--- config.mk ---
export PLATFORM = sky130hd
export DESIGN_NAME = fifo_wr_ctrl
export DESIGN_NICKNAME = d
export VERILOG_FILES = /design/src/rtl/fifo_pkg.sv /design/src/rtl/gray_ptr_sync.sv /design/src/rtl/fifo_wr_ctrl.sv
export SDC_FILE = /design/constraint.sdc
export NUM_CORES = 1
export LEC_CHECK = 0
export ABC_AREA = 1
export ABC_CLOCK_PERIOD_IN_PS = 5600
export CAP_MARGIN = 20
export CORE_MARGIN = 8
export CORE_UTILIZATION = 45
export CTS_CLUSTER_DIAMETER = 200
export DETAILED_ROUTE_END_ITERATION = 8
export PLACE_DENSITY = 0.74
export SLEW_MARGIN = 40
export SYNTH_ARGS = -nofsm -noshare
export SYNTH_HDL_FRONTEND = slang
export SYNTH_SLANG_ARGS = --single-unit
--- constraint.sdc ---
create_clock -name clk_wr -period 5.6 [get_ports clk_wr]
set_clock_uncertainty 0.05 [all_clocks]
set_input_delay 1.4 -clock clk_wr [delete_from_list [all_inputs] [get_ports clk_wr]]
set_output_delay 1.4 -clock clk_wr [all_outputs]
set_load 0.1 [all_outputs]
--- src/rtl/fifo_pkg.sv ---
// Shared pointer helpers for both clock domains of the asynchronous FIFO.
// Pointers carry one wrap bit above the RAM address bits.
package fifo_pkg;

  localparam int unsigned PtrWordW = 32;
  typedef logic [PtrWordW-1:0] ptr_word_t;

  // Full pointer width (address bits plus wrap bit) for a given depth.
  function automatic int unsigned ptr_full_w(input int unsigned depth);
    return $clog2(depth) + 1;
  endfunction

  // Narrower pointers are zero-extended by the caller and cast back afterwards.
  function automatic ptr_word_t bin2gray(input ptr_word_t bin);
    return bin ^ (bin >> 1);
  endfunction

  function automatic ptr_word_t gray2bin(input ptr_word_t gray);
    ptr_word_t bin;
    bin = '0;
    bin[PtrWordW-1] = gray[PtrWordW-1];
    for (int i = PtrWordW - 2; i >= 0; i--) begin
      bin[i] = bin[i+1] ^ gray[i];
    end
    return bin;
  endfunction

endpackage

--- src/rtl/gray_ptr_sync.sv ---
// Multi-bit flop synchronizer for a Gray-coded pointer crossing clock domains.
// Relies on the source changing at most one bit per update.
module gray_ptr_sync #(
  parameter int unsigned Width = 4,
  parameter int unsigned NSync = 2
) (
  input  logic             clk_i,
  input  logic             rst_n_i,
  input  logic [Width-1:0] d_i,
  output logic [Width-1:0] q_o
);

  logic [Width-1:0] stage_q [NSync];

  genvar gi;
  generate
    for (gi = 0; gi < NSync; gi++) begin : g_stage
      if (gi == 0) begin : g_first
        always_ff @(posedge clk_i or negedge rst_n_i) begin
          if (!rst_n_i) stage_q[gi] <= '0;
          else          stage_q[gi] <= d_i;
        end
      end else begin : g_next
        always_ff @(posedge clk_i or negedge rst_n_i) begin
          if (!rst_n_i) stage_q[gi] <= '0;
          else          stage_q[gi] <= stage_q[gi-1];
        end
      end
    end
  endgenerate

  assign q_o = stage_q[NSync-1];

endmodule

--- src/rtl/fifo_wr_ctrl.sv ---
// Write-domain pointer, full/almost-full, fill level and sticky overflow
// logic of the asynchronous FIFO.
module fifo_wr_ctrl
  import fifo_pkg::*;
#(
  parameter int unsigned Depth            = 8,
  parameter int unsigned PtrWidth         = $clog2(Depth),
  parameter int unsigned NSync            = 2,
  parameter int unsigned AlmostFullMargin = 2
) (
  input  logic                clk_wr,
  input  logic                rst_sync_n,
  input  logic                i_wr_en,
  input  logic [PtrWidth:0]   i_rd_gray_ptr,
  input  logic                i_clr_overflow,
  output logic [PtrWidth-1:0] o_wr_ptr,
  output logic [PtrWidth:0]   o_wr_gray_ptr,
  output logic                o_wr_full,
  output logic                o_wr_almost_full,
  output logic [PtrWidth:0]   o_wr_level,
  output logic                o_overflow
);

  typedef logic [PtrWidth:0] ptr_t;

  localparam ptr_t AfThresh = ptr_t'(Depth - AlmostFullMargin);

  ptr_t wbin_q, wbin_d;
  ptr_t wgray_q, wgray_d;
  ptr_t level_q, level_d;
  ptr_t rq, rbin, full_pattern;
  logic full_q, full_d;
  logic afull_q, afull_d;
  logic ovf_q, ovf_d;
  logic accept;

  gray_ptr_sync #(
    .Width (PtrWidth + 1),
    .NSync (NSync)
  ) u_rd_ptr_sync (
    .clk_i   (clk_wr),
    .rst_n_i (rst_sync_n),
    .d_i     (i_rd_gray_ptr),
    .q_o     (rq)
  );

  always_comb begin
    accept  = i_wr_en && !full_q;
    wbin_d  = wbin_q + ptr_t'(accept);
    wgray_d = ptr_t'(bin2gray(ptr_word_t'(wbin_d)));
    rbin    = ptr_t'(gray2bin(ptr_word_t'(rq)));
    // Write pointer exactly Depth ahead: top two Gray bits inverted, rest equal.
    full_pattern = {~rq[PtrWidth:PtrWidth-1], rq[PtrWidth-2:0]};
    full_d  = (wgray_d == full_pattern);
    level_d = wbin_d - rbin;
    afull_d = (level_d >= AfThresh);
    // Set dominates clear when both happen on the same edge.
    ovf_d   = (i_wr_en && full_q) || (ovf_q && !i_clr_overflow);
  end

  always_ff @(posedge clk_wr or negedge rst_sync_n) begin
    if (!rst_sync_n) begin
      wbin_q  <= '0;
      wgray_q <= '0;
      level_q <= '0;
      full_q  <= 1'b0;
      afull_q <= 1'b0;
      ovf_q   <= 1'b0;
    end else begin
      wbin_q  <= wbin_d;
      wgray_q <= wgray_d;
      level_q <= level_d;
      full_q  <= full_d;
      afull_q <= afull_d;
      ovf_q   <= ovf_d;
    end
  end

  assign o_wr_ptr         = wbin_q[PtrWidth-1:0];
  assign o_wr_gray_ptr    = wgray_q;
  assign o_wr_full        = full_q;
  assign o_wr_almost_full = afull_q;
  assign o_wr_level       = level_q;
  assign o_overflow       = ovf_q;

endmodule
Word level (Yosys, flattened, before mapping)
Index checks and enable logic that the tools add are counted.
W data, S select, Z words.
{"block": "word_totals", "ff_bits": 23, "inputBits": 8}
{"block": "op_classes", "add_sub_neg": 2, "n_lt_le_gt_ge": 1, "n_eq_ne": 1, "bitwise": 5, "n_reduce_logical": 6}
{"operator": "$add A4 B1 Y4", "n": 1}
{"operator": "$eq A4 B4 Y1", "n": 1}
{"operator": "$ge A4 B3 Y1 const B", "n": 1}
{"operator": "$sub A4 B4 Y4", "n": 1}
{"operator": "$xor A4 B3 Y4", "n": 1}
{"operator": "$logic_and A1 B1 Y1", "n": 3}
{"operator": "$xor A1 B1 Y1", "n": 3}
{"operator": "$logic_not A1 Y1", "n": 2}
{"operator": "$not A2 Y2", "n": 1}
{"operator": "$logic_or A1 B1 Y1", "n": 1}

Logic depth before layout (Yosys ltp)
{"block": "logic_depth", "ltp_word": 5, "ltp_mapped": 12}

Hierarchy
From an unflattened synthesis, not the netlist that was laid out.
{"block": "hier_totals", "cells_unflattened": 97, "hier_area_um2": 975.9}
{"mod": "fifo_wr_ctrl", "instances": 1, "cells_per_inst": 85, "area_each_um2": 745.7}
{"mod": "gray_ptr_sync", "instances": 1, "cells_per_inst": 12, "area_each_um2": 230.2}

Least setup slack after synthesis
OpenSTA, ideal clock, no wires.
{"block": "synth_timing", "path_kind": "input -> register", "startpoint": "input port i_wr_en", "endpoint": "register afull_q (netlist: o_wr_almost_full)", "arrival_ns": 2.850, "required_time_ns": 5.425, "setup_slack_ns": 2.575, "stages": 9, "path_buffers": 0, "path_cell_list": "inv_1 -> nor2_1 -> ha_1 -> ha_1 -> inv_1 -> fa_1 -> xnor2_1 -> nand2_1 -> nand3_1"}
{"block": "synth_via", "elab_chain_len": 4}
{"element": "from (decl)", "line_no": "fifo_wr_ctrl.sv:13", "source": "input logic i_wr_en,"}
{"element": "$logic_and A1 B1 Y1", "line_no": "fifo_wr_ctrl.sv:48", "source": "accept = i_wr_en && !full_q;"}
{"element": "$add A4 B1 Y4", "line_no": "fifo_wr_ctrl.sv:49", "source": "wbin_d = wbin_q + ptr_t'(accept);"}
{"element": "via wbin_d[1]", "line_no": "fifo_wr_ctrl.sv:28", "source": "ptr_t wbin_q, wbin_d;"}
{"element": "$sub A4 B4 Y4", "line_no": "fifo_wr_ctrl.sv:55", "source": "level_d = wbin_d - rbin;"}
{"element": "via level_d[2]", "line_no": "fifo_wr_ctrl.sv:30", "source": "ptr_t level_q, level_d;"}
{"element": "$ge A4 B3 Y1", "line_no": "fifo_wr_ctrl.sv:56", "source": "afull_d = (level_d >= AfThresh);"}
{"element": "via afull_d", "line_no": "fifo_wr_ctrl.sv:33", "source": "logic afull_q, afull_d;"}
{"element": "to (signal assigned)", "line_no": "fifo_wr_ctrl.sv:74", "source": "afull_q <= afull_d;"}
{"element": "to (decl)", "line_no": "fifo_wr_ctrl.sv:33"}
The timed path passes the listed nets, and every way through them passes these cells.

Final worst setup path
{"block": "layout_timing", "startpoint": "input port i_wr_en", "endpoint": "register afull_q (netlist: o_wr_almost_full)"}
{"block": "layout_via", "elab_chain_len": 4}
{"element": "$logic_and A1 B1 Y1", "line_no": "fifo_wr_ctrl.sv:48"}
{"element": "$add A4 B1 Y4", "line_no": "fifo_wr_ctrl.sv:49"}
{"element": "via wbin_d[2]", "line_no": "fifo_wr_ctrl.sv:28"}
{"element": "$sub A4 B4 Y4", "line_no": "fifo_wr_ctrl.sv:55"}
{"element": "$ge A4 B3 Y1", "line_no": "fifo_wr_ctrl.sv:56"}
{"element": "via afull_d", "line_no": "fifo_wr_ctrl.sv:33"}
The timed path passes the listed nets, and every way through them passes these cells.

==> run metrics <==
Fmax=304 MHz; routed vias/inst=4.72; # rows=16; Hold Buf Count CTS=0; Detailed Route Iter0 Violations=14; Post-synth EDFFs=0; Final Max Slew Viols=0; post-synth top area share=58.2%; Clock Sink Count=22; Die Area=3820 µm²; TritonCTS buffer count=3; Reg clk slew, reported paths=0.12 ns; Yosys warnings=0; max incr delay on CP=0.48 ns; Slowest cell on crit path=clkdlybuf4s50_1; Max-cap violations=0; final setup margin=2.31 ns; Synth cell types=16; overall routed net length=1.67 mm; pin count of the biggest net entering global routing=23; measured slew at the worst slew-check pin=0.494 ns; clk buf depth=2; Yosys reg bits=22; vias in the first global route=670; layout cell share with drive strength beyond 1=18.6%; Area growth syn-to-layout=21.7%; Worst Hold Class=register to register; global-route wire length before repair=2.73 mm; multi-input logic area=335 µm²; Syn Area/Cell=10.2 µm²; H-Tree Depth=1; drt drc=0; die width=61.8 µm; Main synth FF type=dfrtp_1; routed via count=685; post-synthesis sequential area ratio=58.2%; Post-CTS Setup Repair Bufs=0; Tcrit/Tclk final=58.7%; FILL cells=181; fin nets=133; status=finished clean; initial core utilization=47.7%; gr ovfl total=0; CP Class=primary input to register; final hold vios=0; gr usage total=10.1%; Req. time, crit path=5.76 ns; post-route ant nets=0; Synth area leaders=dfrtp_1 58%, nand2_1 9.1%, nand3_1 7.4%; post-CTS sizing=0; synthesized cell area=946 µm²; total negative slack=0 ns; # IOs=22; count leader, synth=nand2_1; CTS root buffer=clkbuf_4; worst slack, placed=2.00 ns; fin crit period=3.29 ns; gpl congestion=0.796; CTS tree=built; RSZ-0062 raised after global routing=no; PortBufs=21; Post-synth ARST share=100%; hold slack=0.313 ns; CP Launch Type=primary input; drt pass-1 iters=4; Synth area leader=dfrtp_1; Post-DP HPWL=1.34 mm; syn_nets=107; Cells after Synth=93; Slew headroom=67.3%; chip height=61.8 µm; Reg area=551 µm²; Worst-Skew Late Latency=0.31 ns; CP cell instances=clkdlybuf4s50_1 > inv_1 > nor2_1 > ha_1 > ha_1 > inv_1 > nand2_1 > nand2_1 > ha_1 > a21oi_1 > inv_1 > nand2_1 > nand3_1; WL/cell=11.5 µm; Critical Path AT=3.44 ns; top post-synthesis cells by count=23 x nand2_1, 22 x dfrtp_1, 16 x inv_1, 14 x nand3_1, 5 x ha_1; antenna violations before repair=0; setup violators final=0; CP Max Fanout=4; CORE AREA=1980 µm²; Inserted Diodes=0; Critical Path End Type=register
## worst paths after layout
| kind | depth (start not counted) | start | endpoint | slack [ns] |
|---|---|---|---|---|
| setup / recovery | 13 | i_wr_en | o_wr_almost_full | 2.31 |
| hold / removal | 0 | u_rd_ptr_sync.stage_q[7] | u_rd_ptr_sync.q_o[3] | 0.31 |
| setup reg to reg | 11 | o_wr_full | o_wr_almost_full | 3.49 |
| hold reg to reg | 0 | u_rd_ptr_sync.stage_q[7] | u_rd_ptr_sync.q_o[3] | 0.31 |
| max in group asynchronous | 1 | rst_sync_n | u_rd_ptr_sync.q_o[0] | 4.20 |
| min in group asynchronous | 1 | rst_sync_n | wbin_q[3] | 0.98 |
## cells in the final DEF, fill, tap and decap left out, drive strengths merged
cell type / Yosys / final
a21oi: 1 / 1
buf: 0 / 15
clkbuf: 0 / 4
clkdlybuf4s50: 0 / 6
dfrtp: 22 / 22
fa: 1 / 1
ha: 5 / 5
inv: 16 / 16
nand2: 24 / 24
nand3: 14 / 14
nand4: 1 / 1
nor2: 2 / 2
o21ai: 1 / 1
o21bai: 1 / 1
xnor2: 2 / 2
xor2: 3 / 3
## cells by family after synthesis
| family | Yosys count | share of synthesized area, % |
|---|---|---|
| compound gates | 3 | 1.85 |
| xor+xnor | 5 | 6.22 |
| fa+ha+maj | 6 | 8.73 |
| buf+inv | 16 | 6.35 |
| flops | 22 | 58.2 |
| simple gates | 41 | 18.7 |
## worst max-delay path: cells and delay by family
| kind | cells | cell delay [ns] |
|---|---|---|
| AOI/OAI and AO/OA | 1 | 0.19 |
| and+or+nand+nor | 5 | 0.44 |
| adders and majority gates | 3 | 0.76 |
| buffers and inverters | 4 | 0.63 |
## per-stage QoR
step	std cells	area (µm²)	utilization, %
after global routing	145	1150	58.1
after floorplan	93	946	-
after CTS	145	1150	58.1
after detailed placement	141	1110	56.3
final	145	1150	58.1
after global placement	141	1190	60.0
## cell type report
class	count	share of cell area [%]
Clock buffer	4	3.15
Inverter	16	5.22
Multi-Input combinational cell	55	29.1
Sequential cell	22	47.8
Tap cell	27	2.93
Timing Repair Buffer	21	11.7
## per-layer routing
layer  vias to the layer above  GRT usage (%)  wire [µm]
met2                        21           16.5        754
met4                         0           6.82         53
li1                        342              -          -
met3                         7           3.91        129
met5                         -              0          0
met1                       315           10.5        734
## registers in the layout, indices dropped and copies added, names as in the netlist
name                   cells
o_overflow                 1
o_wr_almost_full           1
o_wr_full                  1
o_wr_gray_ptr              3
o_wr_level                 4
u_rd_ptr_sync.q_o          4
u_rd_ptr_sync.stage_q      4
wbin_q                     4
Power is not shown: default switching activity piles up to over one toggle a cycle in this logic, so the estimate is an artifact.
